--- src/rtl/platform_field_if.sv ---
// rtl/platform_field_if.sv - frame control inputs and committed platform outputs of platform_field
interface platform_field_if #(
  parameter int N_PLAT = 8
);
  logic                   frame_clk;
  logic                   hold;
  logic [5:0]             scroll_dist;
  logic [10*N_PLAT-1:0]   Platform_X;
  logic [10*N_PLAT-1:0]   Platform_Y;
  logic [N_PLAT-1:0]      respawned;
  logic                   frame_done;
  logic                   overrun;

  modport master (
    output frame_clk, hold, scroll_dist,
    input  Platform_X, Platform_Y, respawned, frame_done, overrun
  );

  modport slave (
    input  frame_clk, hold, scroll_dist,
    output Platform_X, Platform_Y, respawned, frame_done, overrun
  );
endinterface

--- src/rtl/platform_field.sv ---
// rtl/platform_field.sv - bouncing, scrolling, respawning platform manager
// Updates one platform per cycle into working registers, then commits all at once.
module platform_field #(
  parameter int          N_PLAT    = 8,
  parameter int          H         = 240,
  parameter int          X_MIN     = 80,
  parameter int          X_MAX     = 239,
  parameter int          HALF      = 20,
  parameter logic [15:0] LFSR_SEED = 16'hACE1
) (
  input logic            Clk,
  input logic            Reset_n,
  platform_field_if.slave pf
);
  localparam int LO   = X_MIN + HALF;
  localparam int HI   = X_MAX - HALF;
  localparam int SPAN = HI - LO + 1;
  localparam int RW   = $clog2(SPAN);
  localparam int IW   = $clog2(N_PLAT);
  localparam logic signed [10:0] LO_S = 11'(LO);
  localparam logic signed [10:0] HI_S = 11'(HI);

  typedef enum logic [1:0] {IDLE, UPDATE, COMMIT} state_t;

  state_t             state;
  logic [IW-1:0]      idx;
  logic [5:0]         sc;
  logic [15:0]        lfsr;
  logic               fs1, fs2, fs_prev;
  logic               tick;
  logic               frame_done_q, overrun_q;

  logic [9:0]         wx [N_PLAT];
  logic [9:0]         wy [N_PLAT];
  logic signed [2:0]  wv [N_PLAT];
  logic [N_PLAT-1:0]  wr;
  logic [9:0]         ox [N_PLAT];
  logic [9:0]         oy [N_PLAT];
  logic [N_PLAT-1:0]  orsp;

  logic [9:0]         cur_x, cur_y;
  logic signed [2:0]  cur_v;
  logic signed [10:0] xn;
  logic [10:0]        yn;
  logic               respawn;
  logic [9:0]         r10;
  logic [1:0]         mag;
  logic [9:0]         nx, ny;
  logic signed [2:0]  nv;
  logic [15:0]        lfsr_next;

  assign tick = fs2 & ~fs_prev;
  assign lfsr_next = {lfsr[0] ^ lfsr[2] ^ lfsr[3] ^ lfsr[5], lfsr[15:1]};

  always_comb begin
    cur_x = wx[idx];
    cur_y = wy[idx];
    cur_v = wv[idx];
    xn    = $signed({1'b0, cur_x}) + $signed({{8{cur_v[2]}}, cur_v});
    nx    = xn[9:0];
    nv    = cur_v;
    if (xn >= HI_S) begin
      nx = 10'(HI);
      nv = -cur_v;
    end else if (xn <= LO_S) begin
      nx = 10'(LO);
      nv = -cur_v;
    end
    yn      = {1'b0, cur_y} + {5'b0, sc};
    respawn = yn > 11'(H - 1);
    ny      = yn[9:0];
    r10     = 10'(lfsr[RW-1:0]);
    if (r10 >= 10'(SPAN)) r10 = r10 - 10'(SPAN);
    mag = (lfsr[9:8] == 2'd0) ? 2'd1 : lfsr[9:8];
    // Respawn overrides any wall bounce computed above.
    if (respawn) begin
      ny = 10'(yn - 11'(H));
      nx = 10'(LO) + r10;
      nv = lfsr[10] ? -$signed({1'b0, mag}) : $signed({1'b0, mag});
    end
  end

  always_ff @(posedge Clk or negedge Reset_n) begin
    if (!Reset_n) begin
      state        <= IDLE;
      idx          <= '0;
      sc           <= '0;
      lfsr         <= LFSR_SEED;
      fs1          <= 1'b0;
      fs2          <= 1'b0;
      fs_prev      <= 1'b0;
      frame_done_q <= 1'b0;
      overrun_q    <= 1'b0;
      wr           <= '0;
      orsp         <= '0;
      for (int i = 0; i < N_PLAT; i++) begin
        wx[i] <= 10'(LO + (i * 37) % SPAN);
        wy[i] <= 10'((H - 1) - i * (H / N_PLAT));
        wv[i] <= (i % 2 == 0) ? 3'sd1 : -3'sd1;
        ox[i] <= 10'(LO + (i * 37) % SPAN);
        oy[i] <= 10'((H - 1) - i * (H / N_PLAT));
      end
    end else begin
      fs1          <= pf.frame_clk;
      fs2          <= fs1;
      fs_prev      <= fs2;
      frame_done_q <= 1'b0;
      overrun_q    <= tick && (state != IDLE);
      case (state)
        IDLE: begin
          if (tick && !pf.hold) begin
            sc    <= pf.scroll_dist;
            idx   <= '0;
            state <= UPDATE;
          end
        end
        UPDATE: begin
          wx[idx] <= nx;
          wy[idx] <= ny;
          wv[idx] <= nv;
          wr[idx] <= respawn;
          if (respawn) lfsr <= lfsr_next;
          if (idx == IW'(N_PLAT - 1)) state <= COMMIT;
          else idx <= idx + 1'b1;
        end
        COMMIT: begin
          for (int i = 0; i < N_PLAT; i++) begin
            ox[i] <= wx[i];
            oy[i] <= wy[i];
          end
          orsp         <= wr;
          frame_done_q <= 1'b1;
          state        <= IDLE;
        end
        default: state <= IDLE;
      endcase
    end
  end

  for (genvar g = 0; g < N_PLAT; g++) begin : g_out
    assign pf.Platform_X[10*g +: 10] = ox[g];
    assign pf.Platform_Y[10*g +: 10] = oy[g];
  end
  assign pf.respawned  = orsp;
  assign pf.frame_done = frame_done_q;
  assign pf.overrun    = overrun_q;
endmodule
--- src/flat_wrapper.sv ---
// flat-port wrapper written by rule: the top's interface ports become plain ports
module platform_field_flat 
#(
  parameter int          N_PLAT    = 8,
  parameter int          H         = 240,
  parameter int          X_MIN     = 80,
  parameter int          X_MAX     = 239,
  parameter int          HALF      = 20,
  parameter logic [15:0] LFSR_SEED = 16'hACE1
)
  (Clk, Reset_n, pf_frame_clk, pf_hold, pf_scroll_dist, pf_Platform_X, pf_Platform_Y, pf_respawned, pf_frame_done, pf_overrun);
  platform_field_if #(.N_PLAT(N_PLAT)) pf_i ();
  input logic Clk;
  input logic Reset_n;
  input wire logic [$bits(pf_i.frame_clk)-1:0] pf_frame_clk;
  input wire logic [$bits(pf_i.hold)-1:0] pf_hold;
  input wire logic [$bits(pf_i.scroll_dist)-1:0] pf_scroll_dist;
  output wire logic [$bits(pf_i.Platform_X)-1:0] pf_Platform_X;
  output wire logic [$bits(pf_i.Platform_Y)-1:0] pf_Platform_Y;
  output wire logic [$bits(pf_i.respawned)-1:0] pf_respawned;
  output wire logic [$bits(pf_i.frame_done)-1:0] pf_frame_done;
  output wire logic [$bits(pf_i.overrun)-1:0] pf_overrun;
  assign pf_i.frame_clk = pf_frame_clk;
  assign pf_i.hold = pf_hold;
  assign pf_i.scroll_dist = pf_scroll_dist;
  assign pf_Platform_X = pf_i.Platform_X;
  assign pf_Platform_Y = pf_i.Platform_Y;
  assign pf_respawned = pf_i.respawned;
  assign pf_frame_done = pf_i.frame_done;
  assign pf_overrun = pf_i.overrun;
  platform_field #(.N_PLAT(N_PLAT), .H(H), .X_MIN(X_MIN), .X_MAX(X_MAX), .HALF(HALF), .LFSR_SEED(LFSR_SEED)) u_core (.Clk(Clk), .Reset_n(Reset_n), .pf(pf_i));
endmodule
--- config.mk ---
export PLATFORM = sky130hd
export DESIGN_NAME = platform_field_flat
export DESIGN_NICKNAME = d
export VERILOG_FILES = /design/src/rtl/platform_field_if.sv /design/src/rtl/platform_field.sv /design/src/flat_wrapper.sv
export SDC_FILE = /design/constraint.sdc
export NUM_CORES = 1
export LEC_CHECK = 0
export BUFFER_PORTS_ARGS = -buffer_cell sky130_fd_sc_hd__buf_2
export CORE_ASPECT_RATIO = 0.5
export CORE_UTILIZATION = 40
export CTS_CLUSTER_SIZE = 12
export DETAILED_ROUTE_END_ITERATION = 10
export SYNTH_ARGS = -nofsm -noshare
export SYNTH_HDL_FRONTEND = slang
export SYNTH_SLANG_ARGS = --single-unit
export TNS_END_PERCENT = 1
--- constraint.sdc ---
create_clock -name Clk -period 5.2 [get_ports Clk]
set_input_delay 1.04 -clock Clk [delete_from_list [all_inputs] [get_ports Clk]]
set_output_delay 1.04 -clock Clk [all_outputs]
set_load 0.02 [all_outputs]
### Word level (Yosys, flattened, before mapping)

Index checks and enable logic that the tools add are counted.
Widths: inputs -> output; s select.

| cells by class | value |
|---|---|
| magnitude comparators | 8 |
| reductions and logical operators | 13 |
| bitwise operators | 6 |
| add/subtract/negate cells | 8 |
| eq/ne operators | 6 |
| mux-type cells | 36 |

Operators with widths:

| cell | number |
|---|---|
| $bwmux 80 | 2 |
| $mux 10 | 10 |
| $bmux 10 s3 | 2 |
| $demux 10 s3 | 1 |
| $mux 3 | 9 |
| $bwmux 24 | 1 |
| $add 10x6->11 | 1 |
| $add 11x3->11 | 1 |
| $ge 11x9->1 const B | 1 |
| $gt 11x8->1 const B | 1 |
| $le 11x8->1 const B | 1 |
| $add 7x10->10 const A | 1 |
| $sub 10x8->10 const B | 1 |
| $bmux 3 s3 | 1 |
| $demux 3 s3 | 1 |
| $bwmux 8 | 1 |
| $sub 7x7->8 const B | 1 |
| $ge 7x7->1 const B | 1 |
| $mux 2 | 3 |
| $pmux 3 s2 | 1 |
| $reduce_and 2->1 | 3 |
| $ge 4x4->1 const B | 1 |
| $logic_and 1x1->1 | 4 |
| $logic_not 2->1 | 2 |
| 21 further kinds | 26 |

| storage, ports and cells | value |
|---|---|
| input port bits | 10 |
| bits in registers | 392 |
| output and inout port bits | 170 |
| logic and storage cells | 128 |

### Longest topological paths before layout

| depth | value |
|---|---|
| word-level depth | 10 |
| gate-level depth with buffers | 21 |
| gate-level depth less buffers | 15 |

### Worst setup path after synthesis

Ideal clock, no wire load.

| timing | value |
|---|---|
| kind | register to register |
| start | register u_core.idx[0] |
| end | register u_core.lfsr[14] |
| arrival | 5.045 ns |
| stages on the path, launching flop included | 21 |
| setup time | 0.127 ns |
| path buffers | 6 |
| data required time | 5.073 ns |
| slack | 0.028 ns |
| path through | dfrtp_1 -> buf_6 -> buf_4 -> buf_1 -> buf_1 -> mux4_2 -> nand2_1 -> nand2_1 -> fa_1 -> a211oi_1 -> nor2_1 -> nor2_1 -> inv_1 -> ha_1 -> nand3_1 -> nor4bb_1 -> o211ai_2 -> nand2b_1 -> buf_2 -> buf_6 -> mux2_1 |

| on the way | value |
|---|---|
| word-level cells in the longest chain between the ends | 7 |

Ends and longest elaborated chain:

| what | line | source |
|---|---|---|
| start, declared | platform_field.sv:26 | `logic [IW-1:0] idx;` |
| start signal, assigned | platform_field.sv:124 | `else idx <= idx + 1'b1;` |
| $not 3->4 (implied by the code) | platform_field.sv:57 | `cur_y = wy[idx];` |
| $bmux 10 s3 | platform_field.sv:57 |  |
| $mux 10 (implied by the code) (2 in series) | platform_field.sv:57 |  |
| $add 10x6->11 | platform_field.sv:69 | `yn = {1'b0, cur_y} + {5'b0, sc};` |
| $gt 11x8->1 | platform_field.sv:70 | `respawn = yn > 11'(H - 1);` |
| $reduce_and 2->1 (no line) | n/a |  |
| end signal, assigned | platform_field.sv:122 | `if (respawn) lfsr <= lfsr_next;` |
| end, declared | platform_field.sv:28 | `logic [15:0] lfsr;` |

Every way passes these cells. The select of a mux whose other input is x is not followed.
A chain may end at the register's enable or synchronous reset.

### Final worst setup path

| timing | value |
|---|---|
| start | register u_core.idx[1] |
| end | register u_core.lfsr[14] |

Same word-level chain as after synthesis.

==> flow_results.xml <==
<?xml version="1.0" encoding="UTF-8"?>
<metrics>
  <group name="sta">
    <metric name="timing.hold.ws" unit="ps">352</metric>
    <metric name="slew-limit-headroom" unit="">0.327</metric>
    <metric name="layout_min_cycle_time" unit="ps">4920</metric>
    <metric name="rsz_0062_raised_after_global_routing" unit="">false</metric>
    <metric name="final-setup-viol-count" unit="">0</metric>
    <metric name="clock-skew-final" unit="ps">16.3</metric>
    <metric name="finalHoldViolations" unit="">0</metric>
    <metric name="number_of_slew_limit_violations_in_the_final_report" unit="">0</metric>
    <metric name="worstMarginPinSlew" unit="ps">1010</metric>
    <metric name="setup_slack" unit="ps">279</metric>
    <metric name="fmax" unit="MHz">203</metric>
    <metric name="fin_setup_tns" unit="ps">0</metric>
    <metric name="final.period_utilization" unit="">0.946</metric>
  </group>
  <group name="run">
    <metric name="maxcap_violations" unit="">0</metric>
  </group>
  <group name="setup_path">
    <metric name="path_depth_of_the_worst_reg2reg_path" unit="">14</metric>
    <metric name="worstPathCellList" unit="">mux4_2 &gt; mux2_2 &gt; ha_1 &gt; fa_1 &gt; a211oi_1 &gt; nor2_1 &gt; nor2_1 &gt; inv_1 &gt; ha_1 &gt; nand3_1 &gt; nor4bb_2 &gt; o211ai_4 &gt; nand2b_1 &gt; mux2_1</metric>
    <metric name="critical_path.max_fanout" unit="">17</metric>
    <metric name="cp.required" unit="ps">5610</metric>
    <metric name="worstSetupPathType" unit="">flip-flop to flip-flop</metric>
    <metric name="arrival" unit="ps">5330</metric>
    <metric name="cp-end-kind" unit="">flip-flop</metric>
    <metric name="setup.worst_path.start_class" unit="">flip-flop</metric>
    <metric name="cp_slowest_stage_delay" unit="ps">590</metric>
    <metric name="crit_path_top_delay_cell" unit="">nand2b_1</metric>
  </group>
  <group name="floorplanning">
    <metric name="die_width" unit="um">297</metric>
    <metric name="die_h" unit="um">150</metric>
    <metric name="design.portCount" unit="">180</metric>
    <metric name="core" unit="mm^2">0.0424</metric>
    <metric name="floorplan.initialDensity" unit="">0.411</metric>
    <metric name="core_rows" unit="">53</metric>
    <metric name="die-area" unit="mm^2">0.0445</metric>
  </group>
  <group name="logic_synthesis">
    <metric name="fraction_of_registers_with_async_set_reset" unit="">1.00</metric>
    <metric name="synth_top_area_cell" unit="">dfrtp_1</metric>
    <metric name="mappedNetlistNets" unit="">1718</metric>
    <metric name="ys_top_cells_by_area" unit="">dfrtp_1 33%, dfstp_2 25%, nand2_1 15%</metric>
    <metric name="synthFlopType" unit="">dfrtp_1</metric>
    <metric name="dominant_cell_by_count_in_the_synthesized_netlist" unit="">nand2_1</metric>
    <metric name="synth-edff-count" unit="">0</metric>
    <metric name="synth_top_area_frac" unit="">0.327</metric>
    <metric name="synth_top_cells_by_count" unit="">694 x nand2_1, 228 x dfrtp_1, 164 x dfstp_2, 83 x o21ai_0, 78 x clkbuf_1</metric>
    <metric name="synth_warnings" unit="">0</metric>
    <metric name="number_of_standard_cells_after_synthesis" unit="">1683</metric>
    <metric name="syn_area_per_cell" unit="um^2">10.4</metric>
    <metric name="synthesis.area" unit="mm^2">0.0174</metric>
    <metric name="synth-seq-cells" unit="">392</metric>
    <metric name="ys_seq_area_frac" unit="">0.575</metric>
    <metric name="number_of_distinct_library_cell_variants_in_the_gate_level_netlist_after_synthesis" unit="">75</metric>
  </group>
  <group name="cts">
    <metric name="ctsResizeCount" unit="">0</metric>
    <metric name="tritoncts" unit="">built</metric>
    <metric name="cts-hold-fix-buffers" unit="">0</metric>
    <metric name="worstSkewPairLatency" unit="ps">540</metric>
    <metric name="postCtsSetupRepairBufs" unit="">0</metric>
    <metric name="h_tree_depth" unit="">2</metric>
    <metric name="cts.reportedPaths.clkPinSlew" unit="ps">70</metric>
    <metric name="clock_tree.buffer_depth" unit="">3</metric>
    <metric name="cts_made_buffers" unit="">40</metric>
    <metric name="numClockSinks" unit="">392</metric>
    <metric name="clock_tree.root_cell" unit="">clkbuf_16</metric>
  </group>
  <group name="route">
    <metric name="detail_route.first_pass.iterations" unit="">5</metric>
    <metric name="vias" unit="">12400</metric>
    <metric name="dr.first_iter.drc_count" unit="">957</metric>
    <metric name="drt_wl_total" unit="um">43600</metric>
    <metric name="routedWlPerCell" unit="um">17.9</metric>
    <metric name="post-route-drc-count" unit="">0</metric>
    <metric name="route.detailed.vias_per_inst" unit="">5.09</metric>
    <metric name="antenna_left" unit="">0</metric>
  </group>
  <group name="placement">
    <metric name="gp_routability_congestion" unit="">0.887</metric>
    <metric name="buffer_ports.inserted" unit="">179</metric>
    <metric name="place.detailed.hpwl" unit="um">29700</metric>
    <metric name="dpl.cell_count" unit="">2373</metric>
    <metric name="post-place-ws" unit="ps">208</metric>
  </group>
  <group name="final_layout">
    <metric name="syn_to_final_growth" unit="%">15.7</metric>
    <metric name="diodes" unit="">0</metric>
    <metric name="final_net_count" unit="">1873</metric>
    <metric name="drive_gt1_frac" unit="">0.305</metric>
    <metric name="final_instance_count_without_filler_cells" unit="">2444</metric>
    <metric name="postLayoutCoreUtil" unit="">0.475</metric>
  </group>
  <group name="global_routing">
    <metric name="grt_max_degree" unit="">121</metric>
    <metric name="groute.usage.overall" unit="">0.198</metric>
    <metric name="grt_pass1_wl" unit="um">69500</metric>
    <metric name="number_of_global_route_vias_before_repair" unit="">12300</metric>
    <metric name="grt_antenna_before_repair" unit="">0</metric>
    <metric name="grt.overflow.total" unit="">0</metric>
  </group>
  <group name="power_and_ir_drop">
    <metric name="power_density" unit="mW/mm^2">771</metric>
    <metric name="total_leakage_power" unit="nW">9.74</metric>
    <metric name="power.ir.vdd_worst" unit="uV">458</metric>
  </group>
  <group name="hold_path">
    <metric name="worst_hold_path_type" unit="">flip-flop to flip-flop</metric>
    <metric name="whs_path_depth" unit="">0</metric>
  </group>
  <group name="run_status">
    <metric name="outcome" unit="">finished, final reports clean</metric>
  </group>
</metrics>
logic make-up after synthesis:
group / Yosys count / synth area share
xor+xnor: 21 / 0.0110
flops: 392 / 0.575
simple gates: 787 / 0.180
buf+inv: 115 / 0.0276
fa+ha+maj: 25 / 0.0188
compound gates: 218 / 0.0798
mux: 125 / 0.108
sequential cells by signal (all words and copies together), names as in the netlist:
signal,flops
u_core.fs1,1
u_core.fs2,1
u_core.fs_prev,1
u_core.idx,3
u_core.lfsr,16
u_core.pf.Platform_X,80
u_core.pf.Platform_Y,80
u_core.pf.frame_done,1
u_core.pf.overrun,1
u_core.pf.respawned,8
u_core.sc,6
u_core.state,2
u_core.wr,8
u_core.wv,24
u_core.wx,80
u_core.wy,80
worst max-delay path, delay by kind of cell (launching register included):
| kind | cells | cell delay, ps |
|---|---|---|
| and+or+nand+nor | 5 | 1460 |
| adders and majority gates | 3 | 840 |
| DFF | 1 | 560 |
| AOI/OAI and AO/OA | 2 | 540 |
| buffers and inverters | 1 | 60 |
| muxes | 3 | 1340 |
power breakdown:
part	total (W)	leakage (nW)	switching, W	internal [W]
Clock	0.00272	0.567	0.00119	0.00153
Sequential	0.00510	4.69	0.000759	0.00434
Combinational	0.00773	4.49	0.00486	0.00287
per-layer routing:
metal	wire length (um)	track usage
met5	0	0
met4	703	0.0430
met3	1550	0.0306
met2	20800	0.324
met1	20600	0.281
cell usage in the layout (no fill, tap or decap), types with 20 or more instances in the layout:
cell and count:
clkbuf_16 41, o21ai_1 42, nand2_1 694, mux2_2 67, buf_2 178, mux4_2 43
ha_1 23, clkbuf_1 24, o21ai_0 83, dfstp_2 164, buf_4 33, o31ai_1 20
dfrtp_1 226
per-stage QoR:
| stage | power [W] | instance area, um^2 |
|---|---|---|
| 6_report | 0.0155 | 20200 |
| 4_1_cts | 0.0156 | 20200 |
| 2_1_floorplan | 0.0103 | 17400 |
| 3_5_place_dp | 0.0128 | 19000 |
| 5_1_grt | 0.0166 | 20200 |
| 3_3_place_gp | 0.0128 | 19000 |
worst paths after layout:
path                                    start                  endpoint  slack, ps
worst max register to register  u_core.idx[1]           u_core.lfsr[14]        280
worst min-delay path               u_core.fs1                u_core.fs2        350
worst max-delay path            u_core.idx[1]           u_core.lfsr[14]        280
min in group asynchronous             Reset_n  u_core.pf.Platform_X[62]        570
worst min register to register     u_core.fs1                u_core.fs2        350
max in group asynchronous             Reset_n             u_core.idx[1]       3470
final cells by class:
type / instances / area, um^2
well taps: 577 / 722
multi-input cells: 1176 / 6980
repair buffers: 215 / 1210
clock inverters: 5 / 56.3
fillers: 4040 / 22300
inverters: 13 / 51.3
flip-flops and latches: 392 / 10000
clock buffers: 66 / 1130
(Power assumes the default switching activity.)
